==> src/rtl/io_uart_responder_if.sv <==
// I/O bus between the control unit (master) and a memory-mapped responder (slave).
// data_out and hit come back from the responder on the IN path.
interface io_uart_responder_if;
   logic [7:0] address;
   logic [7:0] data_in;
   logic       write_enable;
   logic       read_enable;
   logic [7:0] data_out;
   logic       hit;

   modport master (
      output address, data_in, write_enable, read_enable,
      input  data_out, hit
   );

   modport slave (
      input  address, data_in, write_enable, read_enable,
      output data_out, hit
   );
endinterface

==> src/rtl/io_uart_responder.sv <==
// Memory-mapped 8N1 UART responder: DATA/STATUS/DIV_LO/DIV_HI at BASE_ADDR..+3,
// with TX and RX FIFOs between the CPU I/O bus and the serial lines.
module io_uart_responder #(
   parameter logic [7:0] BASE_ADDR     = 8'h20,
   parameter int         DIVISOR_RESET = 434,
   parameter int         FIFO_DEPTH    = 4
) (
   input  logic clock,
   input  logic reset_s2_n,
   io_uart_responder_if.slave bus,
   input  logic uart_rx,
   output logic uart_tx
);

   localparam int AW = $clog2(FIFO_DEPTH);

   typedef enum logic [1:0] {S_IDLE, S_START, S_DATA, S_STOP} uart_state_t;

   logic [7:0]  offset;
   logic [1:0]  reg_sel;
   logic        we_q, re_q, wr_fire, rd_fire;
   logic [15:0] div_reg, eff_div;

   assign offset  = bus.address - BASE_ADDR;
   assign reg_sel = offset[1:0];
   assign bus.hit = (offset[7:2] == 6'd0);

   // Enables stay high across stalled manual-clock cycles, so only the rising edge acts.
   always_ff @(posedge clock or negedge reset_s2_n) begin
      if (!reset_s2_n) begin
         we_q <= 1'b0;
         re_q <= 1'b0;
      end else begin
         we_q <= bus.write_enable;
         re_q <= bus.read_enable;
      end
   end

   assign wr_fire = bus.write_enable & ~we_q & bus.hit;
   assign rd_fire = bus.read_enable  & ~re_q & bus.hit;

   always_ff @(posedge clock or negedge reset_s2_n) begin
      if (!reset_s2_n) begin
         div_reg <= 16'(DIVISOR_RESET);
      end else if (wr_fire && reg_sel == 2'd2) begin
         div_reg[7:0] <= bus.data_in;
      end else if (wr_fire && reg_sel == 2'd3) begin
         div_reg[15:8] <= bus.data_in;
      end
   end

   assign eff_div = (div_reg < 16'd4) ? 16'd4 : div_reg;

   // TX FIFO
   logic [7:0]  tx_mem [FIFO_DEPTH];
   logic [AW:0] tx_wr, tx_rd;
   logic        tx_empty, tx_full, tx_push, tx_pop;
   logic [7:0]  tx_head;

   assign tx_empty = (tx_wr == tx_rd);
   assign tx_full  = (tx_wr[AW] != tx_rd[AW]) && (tx_wr[AW-1:0] == tx_rd[AW-1:0]);
   assign tx_push  = wr_fire && (reg_sel == 2'd0) && !tx_full;
   assign tx_head  = tx_mem[tx_rd[AW-1:0]];

   always_ff @(posedge clock) begin
      if (tx_push) tx_mem[tx_wr[AW-1:0]] <= bus.data_in;
   end

   always_ff @(posedge clock or negedge reset_s2_n) begin
      if (!reset_s2_n) begin
         tx_wr <= '0;
         tx_rd <= '0;
      end else begin
         if (tx_push) tx_wr <= tx_wr + 1'b1;
         if (tx_pop)  tx_rd <= tx_rd + 1'b1;
      end
   end

   // RX FIFO
   logic [7:0]  rx_mem [FIFO_DEPTH];
   logic [AW:0] rx_wr, rx_rd;
   logic        rx_empty, rx_full, rx_push, rx_pop;
   logic [7:0]  rx_head, rx_shift;

   assign rx_empty = (rx_wr == rx_rd);
   assign rx_full  = (rx_wr[AW] != rx_rd[AW]) && (rx_wr[AW-1:0] == rx_rd[AW-1:0]);
   assign rx_pop   = rd_fire && (reg_sel == 2'd0) && !rx_empty;
   assign rx_head  = rx_mem[rx_rd[AW-1:0]];

   always_ff @(posedge clock) begin
      if (rx_push) rx_mem[rx_wr[AW-1:0]] <= rx_shift;
   end

   always_ff @(posedge clock or negedge reset_s2_n) begin
      if (!reset_s2_n) begin
         rx_wr <= '0;
         rx_rd <= '0;
      end else begin
         if (rx_push) rx_wr <= rx_wr + 1'b1;
         if (rx_pop)  rx_rd <= rx_rd + 1'b1;
      end
   end

   // TX FSM: each state is one bit cell of tx_div cycles, latched when the frame starts.
   uart_state_t tx_state;
   logic [15:0] tx_cnt, tx_div;
   logic [2:0]  tx_bit;
   logic [7:0]  tx_shift;
   logic        tx_cell_end, tx_idle;

   assign tx_cell_end = (tx_cnt == tx_div - 16'd1);
   assign tx_pop      = !tx_empty &&
                        ((tx_state == S_IDLE) || (tx_state == S_STOP && tx_cell_end));
   assign tx_idle     = tx_empty && (tx_state == S_IDLE);

   always_ff @(posedge clock or negedge reset_s2_n) begin
      if (!reset_s2_n) begin
         tx_state <= S_IDLE;
         tx_cnt   <= '0;
         tx_div   <= 16'd4;
         tx_bit   <= '0;
         tx_shift <= '0;
         uart_tx  <= 1'b1;
      end else if (tx_pop) begin
         tx_state <= S_START;
         tx_cnt   <= '0;
         tx_div   <= eff_div;
         tx_shift <= tx_head;
         uart_tx  <= 1'b0;
      end else if (tx_state != S_IDLE) begin
         if (!tx_cell_end) begin
            tx_cnt <= tx_cnt + 16'd1;
         end else begin
            tx_cnt <= '0;
            case (tx_state)
               S_START: begin
                  tx_state <= S_DATA;
                  tx_bit   <= '0;
                  uart_tx  <= tx_shift[0];
               end
               S_DATA: begin
                  if (tx_bit == 3'd7) begin
                     tx_state <= S_STOP;
                     uart_tx  <= 1'b1;
                  end else begin
                     tx_bit   <= tx_bit + 3'd1;
                     tx_shift <= tx_shift >> 1;
                     uart_tx  <= tx_shift[1];
                  end
               end
               default: begin
                  tx_state <= S_IDLE;
                  uart_tx  <= 1'b1;
               end
            endcase
         end
      end
   end

   // RX: two-flop synchroniser plus one more stage to spot the falling start edge.
   logic rx_meta, rx_sync, rx_prev;

   always_ff @(posedge clock or negedge reset_s2_n) begin
      if (!reset_s2_n) begin
         rx_meta <= 1'b1;
         rx_sync <= 1'b1;
         rx_prev <= 1'b1;
      end else begin
         rx_meta <= uart_rx;
         rx_sync <= rx_meta;
         rx_prev <= rx_sync;
      end
   end

   uart_state_t rx_state;
   logic [15:0] rx_cnt, rx_div;
   logic [2:0]  rx_bit;
   logic        rx_half_end, rx_cell_end, rx_stop_sample;
   logic        overrun_set, frame_set;

   assign rx_half_end    = (rx_cnt == (rx_div >> 1) - 16'd1);
   assign rx_cell_end    = (rx_cnt == rx_div - 16'd1);
   assign rx_stop_sample = (rx_state == S_STOP) && rx_cell_end;
   assign rx_push        = rx_stop_sample && rx_sync && !rx_full;
   assign overrun_set    = rx_stop_sample && rx_sync && rx_full;
   assign frame_set      = rx_stop_sample && !rx_sync;

   always_ff @(posedge clock or negedge reset_s2_n) begin
      if (!reset_s2_n) begin
         rx_state <= S_IDLE;
         rx_cnt   <= '0;
         rx_div   <= 16'd4;
         rx_bit   <= '0;
         rx_shift <= '0;
      end else begin
         case (rx_state)
            S_IDLE: begin
               if (rx_prev && !rx_sync) begin
                  rx_state <= S_START;
                  rx_cnt   <= '0;
                  rx_div   <= eff_div;
               end
            end
            S_START: begin
               if (rx_half_end) begin
                  rx_cnt   <= '0;
                  rx_bit   <= '0;
                  rx_state <= rx_sync ? S_IDLE : S_DATA;
               end else begin
                  rx_cnt <= rx_cnt + 16'd1;
               end
            end
            S_DATA: begin
               if (rx_cell_end) begin
                  rx_cnt   <= '0;
                  rx_shift <= {rx_sync, rx_shift[7:1]};
                  if (rx_bit == 3'd7) rx_state <= S_STOP;
                  else                rx_bit   <= rx_bit + 3'd1;
               end else begin
                  rx_cnt <= rx_cnt + 16'd1;
               end
            end
            default: begin
               if (rx_cell_end) begin
                  rx_cnt   <= '0;
                  rx_state <= S_IDLE;
               end else begin
                  rx_cnt <= rx_cnt + 16'd1;
               end
            end
         endcase
      end
   end

   // Sticky error flags; a set in the same cycle as a write-1-to-clear wins.
   logic rx_overrun, frame_err, clr_overrun, clr_frame;

   assign clr_overrun = wr_fire && (reg_sel == 2'd1) && bus.data_in[3];
   assign clr_frame   = wr_fire && (reg_sel == 2'd1) && bus.data_in[4];

   always_ff @(posedge clock or negedge reset_s2_n) begin
      if (!reset_s2_n) begin
         rx_overrun <= 1'b0;
         frame_err  <= 1'b0;
      end else begin
         rx_overrun <= overrun_set | (rx_overrun & ~clr_overrun);
         frame_err  <= frame_set   | (frame_err  & ~clr_frame);
      end
   end

   logic [7:0] status;
   assign status = {3'b000, frame_err, rx_overrun, !rx_empty, tx_full, tx_idle};

   always_comb begin
      bus.data_out = 8'h00;
      if (bus.hit) begin
         case (reg_sel)
            2'd0:    bus.data_out = rx_empty ? 8'h00 : rx_head;
            2'd1:    bus.data_out = status;
            2'd2:    bus.data_out = div_reg[7:0];
            default: bus.data_out = div_reg[15:8];
         endcase
      end
   end

endmodule
==> src/flat_wrapper.sv <==
// flat-port wrapper written by rule: the top's interface ports become plain ports
module io_uart_responder_flat 
#(
   parameter logic [7:0] BASE_ADDR     = 8'h20,
   parameter int         DIVISOR_RESET = 434,
   parameter int         FIFO_DEPTH    = 4
)
  (clock, reset_s2_n, uart_rx, uart_tx, bus_address, bus_data_in, bus_write_enable, bus_read_enable, bus_data_out, bus_hit);
  io_uart_responder_if bus_i ();
  input  logic clock;
  input  logic reset_s2_n;
  input  logic uart_rx;
  output logic uart_tx;
  input wire logic [$bits(bus_i.address)-1:0] bus_address;
  input wire logic [$bits(bus_i.data_in)-1:0] bus_data_in;
  input wire logic [$bits(bus_i.write_enable)-1:0] bus_write_enable;
  input wire logic [$bits(bus_i.read_enable)-1:0] bus_read_enable;
  output wire logic [$bits(bus_i.data_out)-1:0] bus_data_out;
  output wire logic [$bits(bus_i.hit)-1:0] bus_hit;
  assign bus_i.address = bus_address;
  assign bus_i.data_in = bus_data_in;
  assign bus_i.write_enable = bus_write_enable;
  assign bus_i.read_enable = bus_read_enable;
  assign bus_data_out = bus_i.data_out;
  assign bus_hit = bus_i.hit;
  io_uart_responder #(.BASE_ADDR(BASE_ADDR), .DIVISOR_RESET(DIVISOR_RESET), .FIFO_DEPTH(FIFO_DEPTH)) u_core (.clock(clock), .reset_s2_n(reset_s2_n), .bus(bus_i), .uart_rx(uart_rx), .uart_tx(uart_tx));
endmodule
==> config.mk <==
export PLATFORM = sky130hd
export DESIGN_NAME = io_uart_responder_flat
export DESIGN_NICKNAME = d
export VERILOG_FILES = /design/src/rtl/io_uart_responder_if.sv /design/src/rtl/io_uart_responder.sv /design/src/flat_wrapper.sv
export SDC_FILE = /design/constraint.sdc
export NUM_CORES = 1
export LEC_CHECK = 0
export ABC_AREA = 1
export CAP_MARGIN = 0
export CORE_MARGIN = 1
export CORE_UTILIZATION = 60
export DETAILED_ROUTE_END_ITERATION = 16
export GPL_TIMING_DRIVEN = 0
export PLACE_DENSITY_LB_ADDON = 0.25
export SETUP_SLACK_MARGIN = 0.02
export SLEW_MARGIN = 5
export SYNTH_ARGS = -nofsm -noshare
export SYNTH_HDL_FRONTEND = slang
export SYNTH_SLANG_ARGS = --single-unit
==> constraint.sdc <==
create_clock -name clock -period 3.6 [get_ports clock]
set_input_delay 0.36 -clock clock [delete_from_list [all_inputs] [get_ports clock]]
set_output_delay 0.36 -clock clock [all_outputs]
set_load 0.01 [all_outputs]
==> qor.yml <==
grt_use_met2_pct: 45.5
grt_util_met1_pct: 36.2
start_kind: "register"
worst_pin_slew_ns: 0.844
post-route-min-period_ns: 3.48
avgSynthCellArea_um2: 8.51
yosysSeqAreaShare_pct: 50.0
cap_violations: 0
netlist_area_um2: 10200
detail_route.iter0.violations: 559
num_rows: 47
path_cells: "clkbuf_1, nor2_1, nor4_4, nand3_4, inv_2, nand2_1, a41oi_1, clkdlybuf4s50_1"
ys.flop_type: "dfrtp_1"
slew_headroom_pct: 43.6
post_cts_buffers: 0
clk-insertion-delay-late_ns: 0.44
viasPerCell: 5.43
grt_pass1_vias: 7735
worstPathMaxFanout: 10
initial_utilization_pct: 61.3
cts_tree: "yes"
end_kind: "output port"
grt_max_degree: 72
area_delta_synth_final_pct: 11.6
hpwl_um: 16200
grt.overflow.total: 0
use_met3_pct: 4.23
root_buffer: "clkbuf_16"
leakage_nw: 5.03
cpPeakStageDelay_ns: 0.61
critical_path_required_ns: 3.24
yosys_register_bits: 190
fmax_mhz: 287
arrival_ns: 3.12
setup_tns_ns: 0
core_um2: 16600
finalMaxSlewViolations: 0
synth_cells: 1196
cpMaxStageDelayCell: "clkdlybuf4s50_1"
antenna_cells: 0
final_common_cell: "nand2_1"
synth_edf_count: 64
die_h_um: 132
dr_total_vias: 8035
grt_pass1_wl_um: 37600
ant_nets: 0
hold_viol_final: 0
drc: 0
fill_cells: 1378
syn-num-nets: 1241
dieArea_um2: 17500
grt_usage_pct: 27.1
path_class: "reg -> out"
clk_pin_slew_ns: 0.07
cts_buffers: 17
top_usage_layer: "met2"
power.density_nw_per_um2: 609
cts_buffer_depth: 2
min_path_type: "in -> reg"
cts_sinks: 190
nets: 1292
multi_input_area_um2: 4480
antenna_found_initial: 0
finalCritPeriodShare_pct: 96.7
die_w_um: 132
setup_viol: 0
synth_cell_types: 48
rsz0062_at_grt: "true"
ff_latch_area_um2: 5090
pin_count: 31
portBuffers: 30
finClkSkew_ns: 0.0174
yosysWarnings: 0
ff2ff_setup_slack_ns: 0.26
layout-drive-gt1-share_pct: 8.25
wl_per_cell_um: 15.0
ir_drop_uv: 417
ys_async_sr_fraction_pct: 66.3
h-tree-depth: 4
power.total_mw: 6.92
most-common-layout-cells: "nand2_1 (305), nor2_1 (140), inv_1 (115), dfrtp_1 (115), o21ai_0 (80)"
outcome: "completed"
wl_um: 22200
place.gp.congestion: 0.872
dr.pass1.iters: 5
-- Yosys cell counts, types with 11 or more instances --
cell,number,share of area (%)
nand4_1,21,1.3
nand2_1,305,11
clkbuf_1,21,0.77
nor2_1,144,5.3
dfstp_2,11,2.8
dfrtp_1,115,28
nor3_1,13,0.64
xor2_1,62,5.3
o22ai_1,16,0.98
o21ai_1,20,0.98
xnor2_1,28,2.4
ha_1,24,3.0
edfxtp_1,64,19
inv_1,118,4.4
nor2_2,11,0.68
a21oi_1,13,0.64
o21ai_0,80,3.9
nand3_1,49,2.4
-- power by group --
part | internal (mW) | switching (mW) | leakage [nW] | total, mW
clock | 0.912 | 0.879 | 0.272 | 1.79
combinational | 0.880 | 1.67 | 2.50 | 2.55
sequential | 2.41 | 0.160 | 2.26 | 2.57
-- critical path, delay by kind of cell, from the launching register on --
family | cells | cell delay (ns)
and+or+nand+nor | 4 | 0.91
DFF | 1 | 0.35
buffers and inverters | 3 | 1.15
AOI/OAI and AO/OA | 1 | 0.29
-- logic make-up (layout without fill, tap and decap cells) --
| group | count (synthesis) | after routing | share of synthesized area, % |
|---|---|---|---|
| flops | 190 | 190 | 50.0 |
| fa+ha+maj | 24 | 24 | 2.95 |
| buf+inv | 158 | 222 | 6.08 |
| xor+xnor | 90 | 90 | 7.75 |
| simple gates | 585 | 585 | 25.0 |
| mux | 1 | 1 | 0.111 |
| compound gates | 148 | 148 | 8.07 |
-- final timing paths --
path | start | end | cells past startpoint
setup / recovery | u_core.tx_rd[1]$_DFFE_PN0N_ | bus_data_out[0] | 8
hold / removal | uart_rx | u_core.rx_meta$_DFF_PN1_ | 1
hold reg to reg | u_core.rx_meta$_DFF_PN1_ | u_core.rx_sync$_DFF_PN1_ | 0
setup reg to reg | u_core.rx_div[1]$_DFFE_PN0P_ | u_core.rx_mem[0][7]$_DFFE_PP_ | 13
min in group asynchronous | reset_s2_n | u_core.rx_cnt[13]$_DFFE_PN0P_ | 2
max in group asynchronous | reset_s2_n | u_core.tx_div[2]$_DFFE_PN1N_ | 3
-- metrics by stage --
step	hold slack (ns)	cells	instance area [µm²]	utilization, %	setup slack [ns]
3_3_place_gp	0.347	1446	10700	64.8	-2.95
2_1_floorplan	0.0644	1196	10200	-	1.06
5_1_grt	0.332	1480	11400	68.5	-0.0587
3_5_place_dp	0.348	1447	10800	65.0	-0.0695
4_1_cts	0.322	1480	11300	68.4	0.0412
6_report	0.326	1480	11400	68.5	0.118
-- layer usage --
layer / wire (µm) / vias to the layer above / part of all wire (%)
li1: - / 3985 / -
met1: 9840 / 3808 / 44
met2: 10800 / 205 / 49
met3: 1110 / 37 / 5.0
met4: 389 / 0 / 1.8
met5: 0 / - / 0
-- final cells by class --
cell class | instances | share of cell area (%)
sequential | 190 | 44.8
multi-input combinational | 848 | 39.5
inverter | 128 | 4.23
clock buffer | 18 | 3.78
timing repair buffer | 32 | 2.99
tap | 220 | 2.42
buffer | 30 | 1.22
clock inverter | 14 | 1.08
-- repair_timing --
| action | in CTS | in global routing |
|---|---|---|
| gates resized for setup | 2 | 8 |
| hold buffers | 1 | 0 |
| endpoints found under the setup margin | 1 | 34 |
| endpoints found under the hold margin | 60 | 0 |
| pin swaps | 0 | 1 |
No activity file was read; power rests on OpenSTA's default activity.
